[src/rtl/sim_bench_pkg.sv]
// Shared constants and word-generation helper for the I2S loopback self-test.
package sim_bench_pkg;

    localparam int WORD_BITS   = 24;
    localparam int CHECK_WORDS = 32;
    localparam logic [WORD_BITS-1:0] PORT1_XOR = 24'h5A5A5A;
    localparam logic [7:0]           DONE_TAG  = 8'hB5;

    typedef enum logic {
        CH_LEFT  = 1'b0,
        CH_RIGHT = 1'b1
    } chan_t;

    // Left slot carries frame ^ mask, right slot carries its inverse.
    function automatic logic [WORD_BITS-1:0] chan_word(
        input logic [WORD_BITS-1:0] frame,
        input logic [WORD_BITS-1:0] mask,
        input chan_t                ch
    );
        logic [WORD_BITS-1:0] w;
        w = frame ^ mask;
        return (ch == CH_RIGHT) ? ~w : w;
    endfunction

endpackage

[src/rtl/sim_bench_i2s_slave_tx.sv]
// I2S slave transmitter: input synchronizers, bit-clock edge detection,
// frame counter and MSB-first shifter; slot-start info is exported for a receiver.
module i2s_slave_tx
    import sim_bench_pkg::*;
#(
    parameter logic [WORD_BITS-1:0] XOR_MASK = '0
) (
    input  logic                 clk,
    input  logic                 rst,
    input  logic                 bclk,
    input  logic                 sync,
    output logic                 tx,
    output logic                 bclk_rise,
    output logic                 slot_start,
    output logic                 slot_valid,
    output logic [WORD_BITS-1:0] slot_word
);

    localparam logic [4:0] LAST_BIT = 5'(WORD_BITS);

    logic [2:0]           bclk_sr;
    logic [1:0]           sync_sr;
    logic                 bclk_fall;
    logic                 ws_q;
    chan_t                chan;
    logic                 armed;
    logic                 armed_nxt;
    logic [WORD_BITS-1:0] frame;
    logic [WORD_BITS-1:0] frame_nxt;
    logic [WORD_BITS-1:0] shreg;
    logic [4:0]           bit_cnt;

    assign bclk_rise = bclk_sr[1] & ~bclk_sr[2];
    assign bclk_fall = ~bclk_sr[1] & bclk_sr[2];
    // ws is latched on a rising edge, so the slot begins one bit after sync moves.
    assign slot_start = bclk_fall & (chan_t'(ws_q) != chan);

    always_comb begin
        frame_nxt = frame;
        armed_nxt = armed;
        if (slot_start && chan_t'(ws_q) == CH_LEFT) begin
            frame_nxt = frame + 24'd1;
            armed_nxt = 1'b1;
        end
        slot_valid = armed_nxt;
        slot_word  = armed_nxt ? chan_word(frame_nxt, XOR_MASK, chan_t'(ws_q)) : '0;
    end

    always_ff @(posedge clk) begin
        if (!rst) begin
            bclk_sr <= '0;
            sync_sr <= '0;
            ws_q    <= 1'b0;
            chan    <= CH_LEFT;
            armed   <= 1'b0;
            frame   <= '0;
            shreg   <= '0;
            bit_cnt <= '0;
            tx      <= 1'b0;
        end else begin
            bclk_sr <= {bclk_sr[1:0], bclk};
            sync_sr <= {sync_sr[0], sync};
            if (bclk_rise) begin
                ws_q <= sync_sr[1];
            end
            frame <= frame_nxt;
            armed <= armed_nxt;
            if (slot_start) begin
                chan    <= chan_t'(ws_q);
                tx      <= slot_word[WORD_BITS-1];
                shreg   <= {slot_word[WORD_BITS-2:0], 1'b0};
                bit_cnt <= 5'd1;
            end else if (bclk_fall) begin
                if (bit_cnt < LAST_BIT) begin
                    tx      <= shreg[WORD_BITS-1];
                    shreg   <= {shreg[WORD_BITS-2:0], 1'b0};
                    bit_cnt <= bit_cnt + 5'd1;
                end else begin
                    tx <= 1'b0;
                end
            end
        end
    end

endmodule

// rtl/sim_my.sv
// Two-port I2S slave self-test: both ports transmit frame-numbered words and
// port 0 checks its own looped-back data, reporting pass/fail and counts.
module sim_my
    import sim_bench_pkg::*;
(
    input  logic        refclk,
    input  logic        rst,
    input  logic        i2s0_clk,
    input  logic        i2s0_sync,
    output logic        i2s0_tx,
    input  logic        i2s0_rx,
    input  logic        i2s1_clk,
    input  logic        i2s1_sync,
    output logic        i2s1_tx,
    output logic        sim_success,
    output logic        sim_done,
    output logic [31:0] sim_report
);

    localparam logic [4:0]  LAST_BIT = 5'(WORD_BITS);
    localparam logic [15:0] DONE_CNT = 16'(CHECK_WORDS);

    logic                 p0_rise;
    logic                 p0_start;
    logic                 p0_valid;
    logic [WORD_BITS-1:0] p0_word;
    logic                 p1_unused_rise;
    logic                 p1_unused_start;
    logic                 p1_unused_valid;
    logic [WORD_BITS-1:0] p1_unused_word;

    logic [1:0]           rx_sr;
    logic                 rx_valid;
    logic [WORD_BITS-1:0] rx_expect;
    logic [WORD_BITS-2:0] rx_shreg;
    logic [WORD_BITS-1:0] rx_word;
    logic [4:0]           rx_cnt;
    logic [15:0]          checked;
    logic [7:0]           errors;
    logic                 done;

    i2s_slave_tx #(.XOR_MASK('0)) u_port0 (
        .clk        (refclk),
        .rst        (rst),
        .bclk       (i2s0_clk),
        .sync       (i2s0_sync),
        .tx         (i2s0_tx),
        .bclk_rise  (p0_rise),
        .slot_start (p0_start),
        .slot_valid (p0_valid),
        .slot_word  (p0_word)
    );

    i2s_slave_tx #(.XOR_MASK(PORT1_XOR)) u_port1 (
        .clk        (refclk),
        .rst        (rst),
        .bclk       (i2s1_clk),
        .sync       (i2s1_sync),
        .tx         (i2s1_tx),
        .bclk_rise  (p1_unused_rise),
        .slot_start (p1_unused_start),
        .slot_valid (p1_unused_valid),
        .slot_word  (p1_unused_word)
    );

    // rx goes through the same two-flop depth as the bit clock, so edges and data line up.
    assign rx_word = {rx_shreg, rx_sr[1]};

    always_ff @(posedge refclk) begin
        if (!rst) begin
            rx_sr     <= '0;
            rx_valid  <= 1'b0;
            rx_expect <= '0;
            rx_shreg  <= '0;
            rx_cnt    <= '0;
            checked   <= '0;
            errors    <= '0;
            done      <= 1'b0;
        end else begin
            rx_sr <= {rx_sr[0], i2s0_rx};
            if (p0_start) begin
                rx_valid  <= p0_valid;
                rx_expect <= p0_word;
                rx_cnt    <= '0;
            end else if (p0_rise && rx_cnt < LAST_BIT) begin
                rx_shreg <= rx_word[WORD_BITS-2:0];
                rx_cnt   <= rx_cnt + 5'd1;
                // A slot is only judged once all 24 bits arrived before the next sync change.
                if (rx_cnt == LAST_BIT - 5'd1 && rx_valid && !done) begin
                    checked <= checked + 16'd1;
                    if (rx_word != rx_expect && errors != 8'hFF) begin
                        errors <= errors + 8'd1;
                    end
                    if (checked + 16'd1 == DONE_CNT) begin
                        done <= 1'b1;
                    end
                end
            end
        end
    end

    assign sim_done    = done;
    assign sim_success = done & (errors == 8'd0);
    assign sim_report  = {done ? DONE_TAG : 8'h00, errors, checked};

endmodule

[config.mk]
export PLATFORM = sky130hd
export DESIGN_NAME = sim_my
export DESIGN_NICKNAME = d
export VERILOG_FILES = /design/src/rtl/sim_bench_pkg.sv /design/src/rtl/sim_bench_i2s_slave_tx.sv /design/src/rtl/sim_my.sv
export SDC_FILE = /design/constraint.sdc
export NUM_CORES = 1
export LEC_CHECK = 0
export CAP_MARGIN = 20
export CORE_ASPECT_RATIO = 1.5
export CORE_MARGIN = 1
export CORE_UTILIZATION = 38
export DETAILED_ROUTE_END_ITERATION = 8
export PLACE_DENSITY = 0.65
export SETUP_SLACK_MARGIN = 0.05
export SYNTH_ARGS = -nofsm -noshare
export SYNTH_HDL_FRONTEND = slang
export SYNTH_SLANG_ARGS = --single-unit
[constraint.sdc]
create_clock -name refclk -period 2.85 [get_ports refclk]
set_input_delay 0.855 -clock refclk [delete_from_list [all_inputs] [get_ports refclk]]
set_output_delay 0.855 -clock refclk [all_outputs]
set_load 0.02 [all_outputs]
==> metrics.csv, run 1 <==
stage;metric;value;unit
clock_tree;cts_tree;done;
worst_setup_path;reg2regPathDepth;7;
clock_tree;clock_latency_on_the_worst_skew_pair;0.49;ns
placed_design;gp_routability_congestion;0.800;
job;drv.max_cap_violation_count;0;
sta;final_critical_path_setup_slack;0.180;ns
drt;drc;0;
placed_design;place_inst;1399;
placed_design;dp_worst_setup_slack;0.365;ns
finish;drive_above_1_share;0.0636;
finish;finalInstanceArea;10600;sq um
drt;antenna_violating_nets_post_route;0;
floorplanning;design.die.area;25000;sq um
sta;timing_worst_slew_pin_value;1.02;ns
floorplanning;die_h;193;um
worst_hold_path;holdCritPathClass;reg2reg;
finish;syn_to_final_growth;14.2;%
global_routing;grt_pass1_vias;7333;
sta;fin_worst_skew;0.00696;ns
sta;finalSetupViolations;0;
worst_setup_path;worstReg2RegEnd;u_port0.shreg[22];
sta;min_period_over_period;0.937;
sta;post-route-min-period;2.67;ns
floorplanning;dieWidth;129;um
clock_tree;cts.sink_count;202;
finish;antenna_cells_inserted;0;
yosys;netlist_top_cells_area;sky130_fd_sc_hd__dfxtp_1 44%, sky130_fd_sc_hd__xor2_1 6.5%, sky130_fd_sc_hd__nand2_1 5.7%;
worst_setup_path;crit_path_max_fanout;4;
drt;firstDrtPassIters;5;
sta;hold_viol_final;0;
yosys;synth_seq_area_share;0.437;
clock_tree;clkSlewWorstSetupHoldPaths;0.06;ns
yosys;post_synth_arst_share;0;
yosys;ys_dominant_reg_cell;sky130_fd_sc_hd__dfxtp_1;
sta;fmaxAchievable;375;MHz
worst_setup_path;worst-path-buf-inv;2;
clock_tree;clk_root_buffer_cell;sky130_fd_sc_hd__clkbuf_16;
yosys;synthDominantCellAreaShare;0.437;
yosys;number_of_flops_mapped_to_enable_cells_by_yosys;0;
clock_tree;post_cts_hold_buffer_count;0;
drt;via_per_inst;5.35;
floorplanning;io_pins;43;
global_routing;grt_pass1_wl;36400;um
yosys;synth_area_per_cell;8.47;sq um
yosys;syn_inst;1093;
sta;max_slew_headroom_at_the_worst_pin;0.315;
pwr;ir_worst_vdd;431;uV
yosys;netlist-cell-type-count;60;
worst_setup_path;critPathArrivalTime;1.82;ns
clock_tree;post_cts_buffers;0;
floorplanning;rows;69;
floorplanning;placeableCoreArea;23800;sq um
pwr;leakagePower;3.95;nW
run_status;status;complete, no violations;
worst_setup_path;worst_ep_required_time;2.00;ns
pwr;pwr_density_cell;537;nW/um^2
worst_setup_path;cp_cell_sequence;inv_1, ha_1, nor4b_1, and4b_1, clkdlybuf4s15_1;
placed_design;postPlaceCellArea;9910;sq um
global_routing;grt_usage;0.178;
yosys;count_of_synthesis_stage_warnings_from_yosys;0;
global_routing;grt_start_max_net_pins;111;
floorplanning;initial_core_utilization;0.389;
drt;num_vias;7684;
global_routing;grt_antenna_before_repair;0;
worst_hold_path;launch_instance_of_the_worst_min_delay_path;u_port0.sync_sr[0];
clock_tree;ctsLongestPathBuffers;3;
worst_setup_path;crit-reg2reg-launch;u_port0.ws_q;
clock_tree;number_of_resized_instances_in_the_post_cts_repair_step;1;
sta;grt_setup_unrepaired;false;
worst_setup_path;worst_path_max_delay_cell;sky130_fd_sc_hd__dfxtp_1;
yosys;flip_flop_and_latch_count_after_synthesis;202;
placed_design;dp_hpwl;14900;um
clock_tree;tritoncts.num_buffers;21;
worst_hold_path;min_path_cells;1;
yosys;mappedNetlistArea;9260;sq um
finish;stdcell_count;1436;
drt;drt_iter0_drc;466;
placed_design;portBuffers;39;
yosys;yosysTopAreaCell;sky130_fd_sc_hd__dfxtp_1;
worst_setup_path;setup_slack_of_the_most_critical_reg_to_reg_path;0.52;ns
worst_setup_path;timing_worst_setup_path_type;reg2out;
global_routing;grt_overflow;0;
worst_setup_path;crit_path_max_incr_delay;0.33;ns
finish;num-nets-final;1119;
drt;wl_per_cell;15.3;um
pwr;p_total;5.68;mW
clock_tree;htree_num_levels;1;
worst_setup_path;crit_end_category;output port;
worst_setup_path;critPathLaunchType;register;
drt;finalWirelength;21900;um
sta;slew_violations;0;
sta;finalSetupTns;0;ns
worst_setup_path;critPathTopFamily;simple AND/OR/NAND/NOR gates;
worst_hold_path;hold_end;u_port0.sync_sr[1];
-- placed cells by master (no fill, tap or decap), types with 6 or more instances in the layout --
master / netlist / layout
sky130_fd_sc_hd__nand4_1: 24 / 24
sky130_fd_sc_hd__nor3_1: 11 / 11
sky130_fd_sc_hd__and3_1: 17 / 17
sky130_fd_sc_hd__nand3_1: 39 / 39
sky130_fd_sc_hd__nor4_1: 8 / 8
sky130_fd_sc_hd__mux2i_1: 18 / 18
sky130_fd_sc_hd__nor2_1: 104 / 104
sky130_fd_sc_hd__clkinv_2: 0 / 6
sky130_fd_sc_hd__a31oi_1: 18 / 18
sky130_fd_sc_hd__inv_1: 13 / 12
sky130_fd_sc_hd__or3_1: 6 / 6
sky130_fd_sc_hd__clkbuf_16: 0 / 21
sky130_fd_sc_hd__buf_4: 9 / 21
sky130_fd_sc_hd__dfxtp_1: 202 / 202
sky130_fd_sc_hd__o21ai_0: 76 / 76
sky130_fd_sc_hd__a21oi_1: 89 / 89
sky130_fd_sc_hd__clkdlybuf4s50_1: 0 / 37
sky130_fd_sc_hd__a22o_1: 12 / 12
sky130_fd_sc_hd__and2_1: 19 / 19
sky130_fd_sc_hd__xnor2_1: 55 / 55
sky130_fd_sc_hd__and4_1: 9 / 9
sky130_fd_sc_hd__nand2_1: 140 / 140
sky130_fd_sc_hd__ha_1: 9 / 9
sky130_fd_sc_hd__nand2b_1: 7 / 7
sky130_fd_sc_hd__xor2_1: 69 / 69
-- worst reg2reg max path: stages, from the launching register on --
cell and delay [ns]:
sky130_fd_sc_hd__dfxtp_1 0.34, sky130_fd_sc_hd__buf_4 0.37, sky130_fd_sc_hd__xnor2_1 0.21, sky130_fd_sc_hd__nand2b_1 0.23, sky130_fd_sc_hd__buf_4 0.29, sky130_fd_sc_hd__nand2_1 0.37
sky130_fd_sc_hd__o21ai_0 0.28, sky130_fd_sc_hd__o21ai_0 0.11
-- state kept, by name, indices dropped and copies added (netlist names), 2 cells and up --
signal,count
checked,16
errors,8
u_port0.bclk_sr,3
u_port1.frame,24
u_port1.bclk_sr,3
u_port0.shreg,23
u_port0.frame,24
u_port1.bit_cnt,5
u_port0.bit_cnt,5
rx_cnt,5
u_port1.sync_sr,2
rx_sr,2
u_port1.shreg,23
u_port0.sync_sr,2
rx_shreg,23
rx_expect,24
-- report_power, final --
part	leakage, nW	switching [mW]	total [mW]	internal (mW)
Clock	0.326	1.11	2.66	1.55
Combinational	2.00	0.106	0.151	0.0450
Sequential	1.63	0.0157	2.87	2.85
Total	3.95	1.23	5.68	4.45
-- Yosys cell counts, drive strengths merged (5+ instances only) --
library cell / count
a21oi: 90
a22o: 12
a31oi: 18
and2: 19
and3: 17
and4: 9
buf: 25
clkbuf: 51
dfxtp: 202
ha: 9
inv: 13
mux2i: 18
nand2: 140
nand2b: 7
nand3: 40
nand3b: 5
nand4: 26
nor2: 104
nor2b: 5
nor3: 12
nor4: 10
o21ai: 77
o22ai: 5
o31ai: 5
or3: 6
or4: 5
xnor2: 55
xor2: 69
-- worst max path at each step --
stage          cells after the start        startpoint  slack [ns]       endpoint
2_1_floorplan                      7  u_port0.frame[0]        0.86  rx_expect[22]
3_3_place_gp                       5         errors[0]        0.41    sim_success
4_1_cts                            5         errors[0]        0.11    sim_success
6_report                           5         errors[0]        0.18    sim_success
3_5_place_dp                       5         errors[0]        0.37    sim_success
5_1_grt                            5         errors[0]        0.06    sim_success
-- layout make-up --
class                   count  area [sq um]
fillers                  2408         13300
well taps                 319           399
inverters                  13          50.0
clock buffers              29           596
flip-flops and latches    202          4040
multi-input cells         804          4850
clock inverters             8          70.1
repair buffers             61           563
-- logic make-up (layout without fill, tap and decap cells) --
kind of cell / Yosys count / in the layout / share of synthesized area
AND/OR/NAND/NOR: 416 / 416 / 0.225
AO/OA/AOI/OAI: 230 / 230 / 0.143
flip-flops: 202 / 202 / 0.437
XOR/XNOR: 124 / 124 / 0.117
buffers and inverters: 89 / 111 / 0.0408
multiplexers: 22 / 22 / 0.0251
adder cells (fa/ha/maj): 9 / 9 / 0.0122
other: 1 / 3 / 0.000405
-- metal layers --
metal  GRT usage  share of wire
met1       0.205           0.41
met3      0.0183          0.029
met4      0.0715          0.034
met2       0.329           0.53
met5           0              0
-- metrics by stage --
stage	util	hold WS (ns)
finish	0.444	0.434
global placement	0.416	0.413
floorplan	-	0.412
CTS	0.444	0.438
global route	0.444	0.440
detailed placement	0.416	0.420
No activity file was read; power rests on OpenSTA's default activity.
==> run 2: changes to the inputs <==
CORE_ASPECT_RATIO = 0.8   (was 1.5)
==> run 2 against run 1 <==
Net effect: count of clock-buffer cells in the layout increased by 2; worst hold slack worse by 0.0042 ns; total power is 3.8% higher; global-route usage is 0.54 points lower; final area rose by 0.70%; sequential power is essentially flat; non-clock buffer count grew 5; core utilization grew 0.65 points; sequential share of layout area decreased by 0.27 points; critical path type unchanged; largest cell class unchanged; highest routed layer unchanged.
==> metrics.csv, run 2 (synthesized netlist as in run 1, its figures left out) <==
stage;metric;value;unit;change
run_status;status;complete, no violations;;unchanged
floorplanning;design.die.area;25000;sq um;about the same
floorplanning;io_pins;43;;unchanged
pwr;leakagePower;4.01;nW;was 3.95 nW
sta;post-route-min-period;2.69;ns;was 2.67 ns
pwr;pwr_density_cell;554;nW/um^2;was 537 nW/um^2
worst_setup_path;critPathArrivalTime;1.83;ns;was 1.82 ns
worst_hold_path;holdCritPathClass;reg2reg;;unchanged
placed_design;gp_routability_congestion;0.788;;was 0.800
worst_setup_path;worst_setup_path_startpoint;errors[0];;unchanged
worst_setup_path;setup.worst_path.end;sim_success;;unchanged
sta;slew_violations;0;;unchanged
worst_setup_path;timing_worst_setup_path_type;reg2out;;unchanged
clock_tree;cts.sink_count;202;;unchanged
worst_setup_path;critPathLaunchType;register;;unchanged
worst_setup_path;crit_end_category;output port;;unchanged
worst_setup_path;reg2regPathDepth;7;;unchanged
worst_setup_path;worst-path-buf-inv;2;;unchanged
clock_tree;htree_num_levels;1;;unchanged
worst_setup_path;crit_path_max_fanout;4;;unchanged
pwr;ir_worst_vdd;334;uV;was 431 uV
clock_tree;tritoncts.num_buffers;21;;unchanged
sta;grt_setup_unrepaired;false;;unchanged
worst_setup_path;worst_path_max_delay_cell;sky130_fd_sc_hd__dfxtp_1;;unchanged
clock_tree;clock_latency_on_the_worst_skew_pair;0.50;ns;was 0.49 ns
finish;finalCoreUtilization;0.450;;was 0.444
global_routing;grt_usage;0.173;;was 0.178
sta;hold_viol_final;0;;unchanged
global_routing;grt_overflow;0;;unchanged
sta;finalSetupTns;0;ns;unchanged
drt;antenna_violating_nets_post_route;0;;unchanged
drt;wl_per_cell;15.0;um;was 15.3 um
worst_setup_path;crit_path_max_incr_delay;0.33;ns;about the same
job;drv.max_cap_violation_count;0;;unchanged
placed_design;dp_hpwl;14800;um;was 14900 um
finish;drive_above_1_share;0.0686;;was 0.0636
finish;layout.cells.most_common_list;202 x sky130_fd_sc_hd__dfxtp_1, 140 x sky130_fd_sc_hd__nand2_1, 104 x sky130_fd_sc_hd__nor2_1;;unchanged
global_routing;grt_start_max_net_pins;47;;was 111
worst_setup_path;cp_cell_sequence;inv_1, ha_1, nor4b_1, and4b_1, dlygate4sd2_1;;was inv_1, ha_1, nor4b_1, and4b_1, clkdlybuf4s15_1
worst_setup_path;worst_ep_required_time;2.00;ns;about the same
clock_tree;post_cts_hold_buffer_count;0;;unchanged
drt;drt_iter0_drc;682;;was 466
worst_setup_path;worstReg2RegEnd;u_port1.shreg[17];;was u_port0.shreg[22]
clock_tree;number_of_resized_instances_in_the_post_cts_repair_step;1;;unchanged
sta;min_period_over_period;0.942;;was 0.937
clock_tree;ctsLongestPathBuffers;3;;unchanged
global_routing;grt_pass1_wl;35800;um;was 36400 um
drt;via_per_inst;5.29;;was 5.35
drt;firstDrtPassIters;5;;unchanged
sta;finalSetupViolations;0;;unchanged
finish;antenna_cells_inserted;0;;unchanged
worst_setup_path;crit-reg2reg-launch;u_port1.chan;;was u_port0.ws_q
placed_design;portBuffers;39;;unchanged
clock_tree;cts_tree;done;;unchanged
floorplanning;initial_core_utilization;0.392;;was 0.389
finish;syn_to_final_growth;15.0;%;was 14.2%
finish;num-nets-final;1124;;was 1119
drt;finalWirelength;21500;um;was 21900 um
worst_setup_path;timing.critical_path.depth;5;;unchanged
placed_design;dp_worst_setup_slack;0.398;ns;was 0.365 ns
clock_tree;clk_root_buffer_cell;sky130_fd_sc_hd__clkbuf_16;;unchanged
global_routing;grt_pass1_vias;6882;;was 7333
finish;mostFrequentLayoutCell;sky130_fd_sc_hd__dfxtp_1;;unchanged
drt;num_vias;7593;;was 7684
drt;drc;0;;unchanged
finish;largest_registers;rx_expect (24), u_port0.frame (24), u_port1.frame (24);;unchanged
worst_setup_path;setup_slack_of_the_most_critical_reg_to_reg_path;0.46;ns;was 0.52 ns
floorplanning;placeableCoreArea;23600;sq um;was 23800 sq um
clock_tree;clkSlewWorstSetupHoldPaths;0.06;ns;about the same
sta;max_slew_headroom_at_the_worst_pin;0.436;;was 0.315
clock_tree;post_cts_buffers;0;;unchanged
floorplanning;dieWidth;177;um;was 129 um
floorplanning;die_h;142;um;was 193 um
sta;fin_worst_skew;0.0112;ns;was 0.00696 ns
worst_setup_path;critPathTopFamily;simple AND/OR/NAND/NOR gates;;unchanged
sta;final_critical_path_setup_slack;0.164;ns;was 0.180 ns
global_routing;grt_antenna_before_repair;0;;unchanged
sta;fmaxAchievable;372;MHz;was 375 MHz
sta;timing_worst_slew_pin_value;0.843;ns;was 1.02 ns
floorplanning;rows;50;;was 69
run 2: cell types whose count changed in the layout (fill, tap and decap cells not counted), sizes merged:
cell	delta
clkinv	-2
inv	+1
clkdlybuf4s15	-1
clkinvlp	-2
bufinv	+1
buf	+5
dlygate4sd2	+1
clkbuf	+2
run 2: layout make-up:
| type | count | area (sq um) |
|---|---|---|
| Fill cell | 2349 | 13000 |
| Multi-Input combinational cell | 804 | 4850 |
| Sequential cell | 202 | 4040 |
| Clock buffer | 31 | 633 |
| Timing Repair Buffer | 66 | 587 |
| Tap cell | 312 | 390 |
| Clock inverter | 6 | 91.3 |
| Inverter | 13 | 50.0 |
run 2: layer usage:
metal | vias to the layer above | routed length (um) | track usage
li1 | 3817 | - | -
met1 | 3552 | 11300 | 0.273
met2 | 196 | 8760 | 0.245
met5 | - | 0 | 0
met4 | 0 | 332 | 0.0327
met3 | 28 | 1170 | 0.0222
run 2: report_power, final:
| part | leakage (nW) | total, mW | internal, mW | switching [mW] |
|---|---|---|---|---|
| Clock | 0.358 | 2.87 | 1.72 | 1.15 |
| Sequential | 1.63 | 2.87 | 2.85 | 0.0162 |
| Combinational | 2.02 | 0.158 | 0.0496 | 0.108 |
| Total | 4.01 | 5.89 | 4.62 | 1.27 |
run 2: worst min-delay path by stage:
stage                             startpoint            endpoint  slack (ns)  depth (start not counted)
after floorplan                     rx_sr[0]            rx_sr[1]        0.41                          1
after global placement              rx_sr[0]            rx_sr[1]        0.42                          1
after detailed placement  u_port1.sync_sr[0]  u_port1.sync_sr[1]        0.42                          1
after CTS                           rx_sr[0]            rx_sr[1]        0.43                          1
after global routing                rx_sr[0]            rx_sr[1]        0.45                          1
final                               rx_sr[0]            rx_sr[1]        0.43                          1
run 2: per-stage QoR:
stage	hold WS (ns)	power (mW)	instance area, sq um	std cells
2_1_floorplan	0.412	3.03	9270	1095
3_3_place_gp	0.416	3.08	9930	1397
3_5_place_dp	0.421	3.09	9930	1397
4_1_cts	0.433	5.95	10600	1434
5_1_grt	0.447	6.08	10600	1434
6_report	0.430	5.89	10600	1434
